**src/rtl/score_glyph_encoder.sv**
```systemverilog
// Sequential double-dabble binary-to-glyph encoder with start/busy/done handshake.
// Define SCORE_GLYPH_LZ_BLANK_EN to blank leading zero digits (digit 0 always shown).
module score_glyph_encoder #(
  parameter int unsigned VALUE_W = 16,
  parameter int unsigned DIGITS  = 5
) (
  input  logic                  clk,
  input  logic                  rst,
  input  logic                  start,
  input  logic [VALUE_W-1:0]    value,
  output logic                  busy,
  output logic                  done,
  output logic                  overflow,
  output logic [8*DIGITS-1:0]   glyphs
);

  // Nibbles needed to hold 2^VALUE_W-1; widened to DIGITS so every digit has a nibble.
  localparam int unsigned BcdNib = (VALUE_W * 30103 + 99999) / 100000 + 1;
  localparam int unsigned NumNib = (BcdNib > DIGITS) ? BcdNib : DIGITS;
  localparam int unsigned CntW   = $clog2(VALUE_W + 1);

  localparam logic [7:0] GlyphBlank = 8'd34;
  localparam logic [7:0] GlyphDash  = 8'd36;

  typedef enum logic [1:0] {StIdle, StShift, StFormat} state_e;

  state_e                state_q, state_d;
  logic [4*NumNib-1:0]   bcd_q, bcd_d;
  logic [VALUE_W-1:0]    bin_q, bin_d;
  logic [CntW-1:0]       cnt_q, cnt_d;
  logic                  busy_q, busy_d;
  logic                  done_q, done_d;
  logic                  ovf_q, ovf_d;
  logic [8*DIGITS-1:0]   glyphs_q, glyphs_d;

  logic [4*NumNib-1:0]   bcd_adj;
  logic                  ovf_fmt;
  logic [8*DIGITS-1:0]   glyphs_fmt;

  always_comb begin
    bcd_adj = bcd_q;
    for (int k = 0; k < int'(NumNib); k++) begin
      if (bcd_q[4*k +: 4] >= 4'd5) begin
        bcd_adj[4*k +: 4] = bcd_q[4*k +: 4] + 4'd3;
      end
    end
  end

  always_comb begin
`ifdef SCORE_GLYPH_LZ_BLANK_EN
    logic lead;
`endif
    ovf_fmt    = 1'b0;
    glyphs_fmt = '0;
    for (int k = int'(DIGITS); k < int'(NumNib); k++) begin
      if (bcd_q[4*k +: 4] != 4'd0) begin
        ovf_fmt = 1'b1;
      end
    end
    for (int k = 0; k < int'(DIGITS); k++) begin
      glyphs_fmt[8*k +: 8] = {4'd0, bcd_q[4*k +: 4]};
    end
`ifdef SCORE_GLYPH_LZ_BLANK_EN
    lead = 1'b1;
    for (int k = int'(DIGITS) - 1; k >= 1; k--) begin
      if (bcd_q[4*k +: 4] != 4'd0) begin
        lead = 1'b0;
      end
      if (lead) begin
        glyphs_fmt[8*k +: 8] = GlyphBlank;
      end
    end
`endif
    if (ovf_fmt) begin
      glyphs_fmt = {DIGITS{GlyphDash}};
    end
  end

  always_comb begin
    state_d  = state_q;
    bcd_d    = bcd_q;
    bin_d    = bin_q;
    cnt_d    = cnt_q;
    busy_d   = busy_q;
    done_d   = 1'b0;
    ovf_d    = ovf_q;
    glyphs_d = glyphs_q;
    case (state_q)
      StIdle: begin
        if (start) begin
          bin_d   = value;
          bcd_d   = '0;
          cnt_d   = CntW'(VALUE_W);
          busy_d  = 1'b1;
          state_d = StShift;
        end
      end
      StShift: begin
        {bcd_d, bin_d} = {bcd_adj[4*NumNib-2:0], bin_q, 1'b0};
        cnt_d          = cnt_q - CntW'(1);
        if (cnt_q == CntW'(1)) begin
          state_d = StFormat;
        end
      end
      StFormat: begin
        glyphs_d = glyphs_fmt;
        ovf_d    = ovf_fmt;
        done_d   = 1'b1;
        busy_d   = 1'b0;
        state_d  = StIdle;
      end
      default: state_d = StIdle;
    endcase
  end

  always_ff @(posedge clk or posedge rst) begin
    if (rst) begin
      state_q  <= StIdle;
      bcd_q    <= '0;
      bin_q    <= '0;
      cnt_q    <= '0;
      busy_q   <= 1'b0;
      done_q   <= 1'b0;
      ovf_q    <= 1'b0;
      glyphs_q <= {DIGITS{GlyphBlank}};
    end else begin
      state_q  <= state_d;
      bcd_q    <= bcd_d;
      bin_q    <= bin_d;
      cnt_q    <= cnt_d;
      busy_q   <= busy_d;
      done_q   <= done_d;
      ovf_q    <= ovf_d;
      glyphs_q <= glyphs_d;
    end
  end

  assign busy     = busy_q;
  assign done     = done_q;
  assign overflow = ovf_q;
  assign glyphs   = glyphs_q;

endmodule
```
**config.mk**
```make
export PLATFORM = sky130hd
export DESIGN_NAME = score_glyph_encoder
export DESIGN_NICKNAME = d
export VERILOG_FILES = /design/src/rtl/score_glyph_encoder.sv
export SDC_FILE = /design/constraint.sdc
export NUM_CORES = 1
export LEC_CHECK = 0
export CORE_UTILIZATION = 48
export DETAILED_ROUTE_END_ITERATION = 16
export HOLD_SLACK_MARGIN = 0.08
export PLACE_DENSITY = 0.74
export SETUP_SLACK_MARGIN = 0.3
export SYNTH_ARGS = -nofsm -noshare
export SYNTH_HDL_FRONTEND = slang
export SYNTH_SLANG_ARGS = --single-unit
```
**constraint.sdc**
```tcl
create_clock -name clk -period 3.45 [get_ports clk]
set_clock_uncertainty 0.2 [all_clocks]
set_input_delay 0.69 -clock clk [delete_from_list [all_inputs] [get_ports clk]]
set_output_delay 0.69 -clock clk [all_outputs]
set_load 0.01 [all_outputs]
```
==> results.tsv <==
stage	metric	value	unit
routing	drtIter0Drc	158	
die	boundaryPins	62	
power_and_ir_drop	swShare	38.06	%
yosys	synthFlopType	dfrtp_1	
critical_path	worst_ep_required_time	2560	ps
timing	fin_ws	1105	ps
power_and_ir_drop	switching_power	0.001459	W
cts	cts_max_path_buffers	2	
timing	rsz0062_at_grt	no	
cts	cts_root_buf	clkbuf_8	
cts	cts_buffers	9	
cts	cts_setup_buffers	0	
final_layout	num-nets-final	427	
global_route	grt_pass1_vias	2517	
timing	min_period_over_period	67.98	%
critical_path	crit_path_start	glyphs[29]	
critical_path	arrival	1460	ps
global_route	overflow	0	
critical_path	slowest_stage	dfstp_2	
timing	tns	0	ps
die	initial_core_util	50.47	%
global_route	grt_usage	20.20	%
final_layout	layout-drive-gt1-share	8.794	%
routing	vias	2582	
timing	tightest_slew	709.3	ps
hold_path	min-delay-start	glyphs[1]	
job	maxCapViolCount	0	
yosys	synth-edff-count	0	
power_and_ir_drop	power_density	931.1	mW/mm^2
yosys	synth_cells	351	
power_and_ir_drop	p_leak	1.848	nW
critical_path	crit_fanout	6	
cts	tritoncts	done	
timing	setup_violations	0	
power_and_ir_drop	comb_power_share	43.8	%
critical_path	cp_num_buf_inv	1	
power_and_ir_drop	power.share.sequential	39.2	%
final_layout	utilization	59.93	%
die	die_x	86.99	um
cts	clkTransAtPathRegs	70	ps
placed_design	gp_congestion	0.7383	
hold_path	hold_class	reg -> reg	
cts	cts_hold_buf	0	
power_and_ir_drop	ir_drop	432.0	uV
outcome	status	finished clean	
die	die_y	86.99	um
routing	wire_per_inst	13.56	um
power_and_ir_drop	intPower	0.002374	W
critical_path	worstPathCellList	clkdlybuf4s50_1	
die	core_area	0.006869	sq mm
yosys	synth_cell_types	38	
die	dieArea	0.007567	sq mm
timing	hold_viol_final	0	
routing	wirelength	6697	um
placed_design	pre_cts_ws	923.6	ps
final_layout	antenna_cells	0	
yosys	ys_ff_latch	71	
timing	slew-limit-headroom	52.71	%
routing	viasPerCell	5.227	
die	rows	30	
yosys	yosys_warnings	0	
critical_path	crit_path_start_kind	flip-flop	
cts	ctsHtreeMaxLevel	3	
yosys	post_synth.cell_area_avg	9.878	sq um
routing	drt-pass1-iter-count	4	
final_layout	fin_area	0.004116	sq mm
cts	clock_sinks	71	
global_route	grt_pass1_wl	11920	um
global_route	antenna_found_initial	0	
yosys	ys_async_sr_fraction	100.0	%
power_and_ir_drop	clkPwrFrac	17.0	%
yosys	yosysSeqAreaShare	51.46	%
cts	clk_latency	340	ps
critical_path	end_kind	output pin	
placed_design	dp_hpwl	4673	um
placed_design	port_buffers	46	
critical_path	r2r_start	state_q[1]	
yosys	synth_area	0.003467	sq mm
global_route	grt_start_max_net_pins	40	
critical_path	critPathKind	reg -> out	
final_layout	area_delta_synth_final	18.73	%
cts	post_cts_resized	0	
routing	drc	0	
timing	max_freq	426.4	MHz
timing	drv_slew	0	
routing	ant_nets	0	
placed_design	place_area	0.003926	sq mm
critical_path	critPathTopFamily	flip-flops	
critical_path	cpPeakStageDelay	570	ps
timing	period_needed	2345	ps
[cell usage in the layout, fill, tap and decap left out, types with 3 or more instances in the layout]
| cell type | instances |
|---|---|
| a21oi_1 | 24 |
| a22oi_1 | 15 |
| a32o_1 | 6 |
| buf_4 | 6 |
| clkbuf_8 | 10 |
| clkdlybuf4s50_1 | 46 |
| clkinv_2 | 3 |
| conb_1 | 15 |
| dfrtp_1 | 65 |
| dfstp_2 | 6 |
| ha_1 | 15 |
| inv_1 | 15 |
| nand2_1 | 85 |
| nand2b_1 | 7 |
| nand3_1 | 13 |
| nor2_1 | 3 |
| o21ai_0 | 9 |
| o22ai_1 | 8 |
| o311ai_1 | 5 |
| o31ai_1 | 7 |
| o32ai_1 | 3 |
| xnor2_1 | 6 |
| xor2_1 | 3 |
[synth_stat cells, types with 7 or more instances]
library cell | count | area (sq um)
o22ai_1 | 8 | 50.05
buf_2 | 13 | 65.06
buf_4 | 20 | 150.1
nand2_1 | 85 | 319.1
a22oi_1 | 15 | 112.6
nand3_1 | 13 | 65.06
nand2b_1 | 7 | 43.79
o21ai_0 | 9 | 45.04
a21oi_1 | 24 | 120.1
dfrtp_1 | 65 | 1627
ha_1 | 15 | 187.7
o31ai_1 | 7 | 52.55
inv_1 | 16 | 60.06
[per-layer routing]
metal | wire length, um | vias up | global-route usage [%]
met5 | 0 | - | 0
met4 | 110 | 0 | 8.939
met3 | 329 | 10 | 3.412
met2 | 3160 | 75 | 31.78
met1 | 3097 | 1237 | 27.54
li1 | - | 1260 | -
[power groups by stage]
stage	sequential, W	clock [W]	combinational [W]
after floorplan	0.00150	0	0.00118
after global placement	0.00150	0	0.00162
after detailed placement	0.00152	0	0.00169
after CTS	0.00150	0.000665	0.00169
after global routing	0.00156	0.000701	0.00190
final	0.00150	0.000650	0.00168
[final timing paths]
path | slack (ps) | cells past startpoint | endpoint
min in group asynchronous | 570 | 2 | glyphs[24]
worst min register to register | 270 | 2 | glyphs[1]
max in group asynchronous | 1840 | 3 | bin_q[10]
worst max-delay path | 1100 | 1 | glyphs[13]
worst min-delay path | 270 | 2 | glyphs[1]
worst max register to register | 1460 | 5 | bcd_q[23]
[tightest hold or removal path, stage by stage (launching register included)]
cell     delay [ps]
dfstp_2         370
nand2_1          50
a21oi_1          50
[area by class of cell]
type	count	area (sq um)
Fill cell	609	2753
Sequential cell	71	1784
Multi-Input combinational cell	241	1433
Timing Repair Buffer	53	525.5
Clock buffer	12	145.1
Tap cell	96	120.1
Inverter	17	63.81
Clock inverter	4	45.04
[state kept, by name, summed over array words and instances, names as in the netlist]
register and cells:
overflow 1, glyphs 21, bin_q 16, bcd_q 24
busy 1, state_q 2, cnt_q 5, done 1
[stage by stage]
step	total power, W	cells	hold WS (ps)
after floorplan	0.002678	365	245.8
after global placement	0.003122	478	260.7
after detailed placement	0.003204	478	262.5
after CTS	0.003861	494	273.3
after global routing	0.004155	494	279.3
final	0.003833	494	271.4
[logic make-up (layout without fill, tap and decap cells)]
family / Yosys count / after routing / synth area share [%]
AOI/OAI and AO/OA: 81 / 81 / 15.63
xor gates and xnor gates: 9 / 9 / 2.274
adders and majority gates: 15 / 15 / 5.413
buffers and inverters: 53 / 86 / 8.805
DFF: 71 / 71 / 51.46
muxes: 2 / 2 / 0.5774
other: 1 / 15 / 0.1082
and+or+nand+nor: 119 / 119 / 15.73
Power figures use the tool's default switching activity.
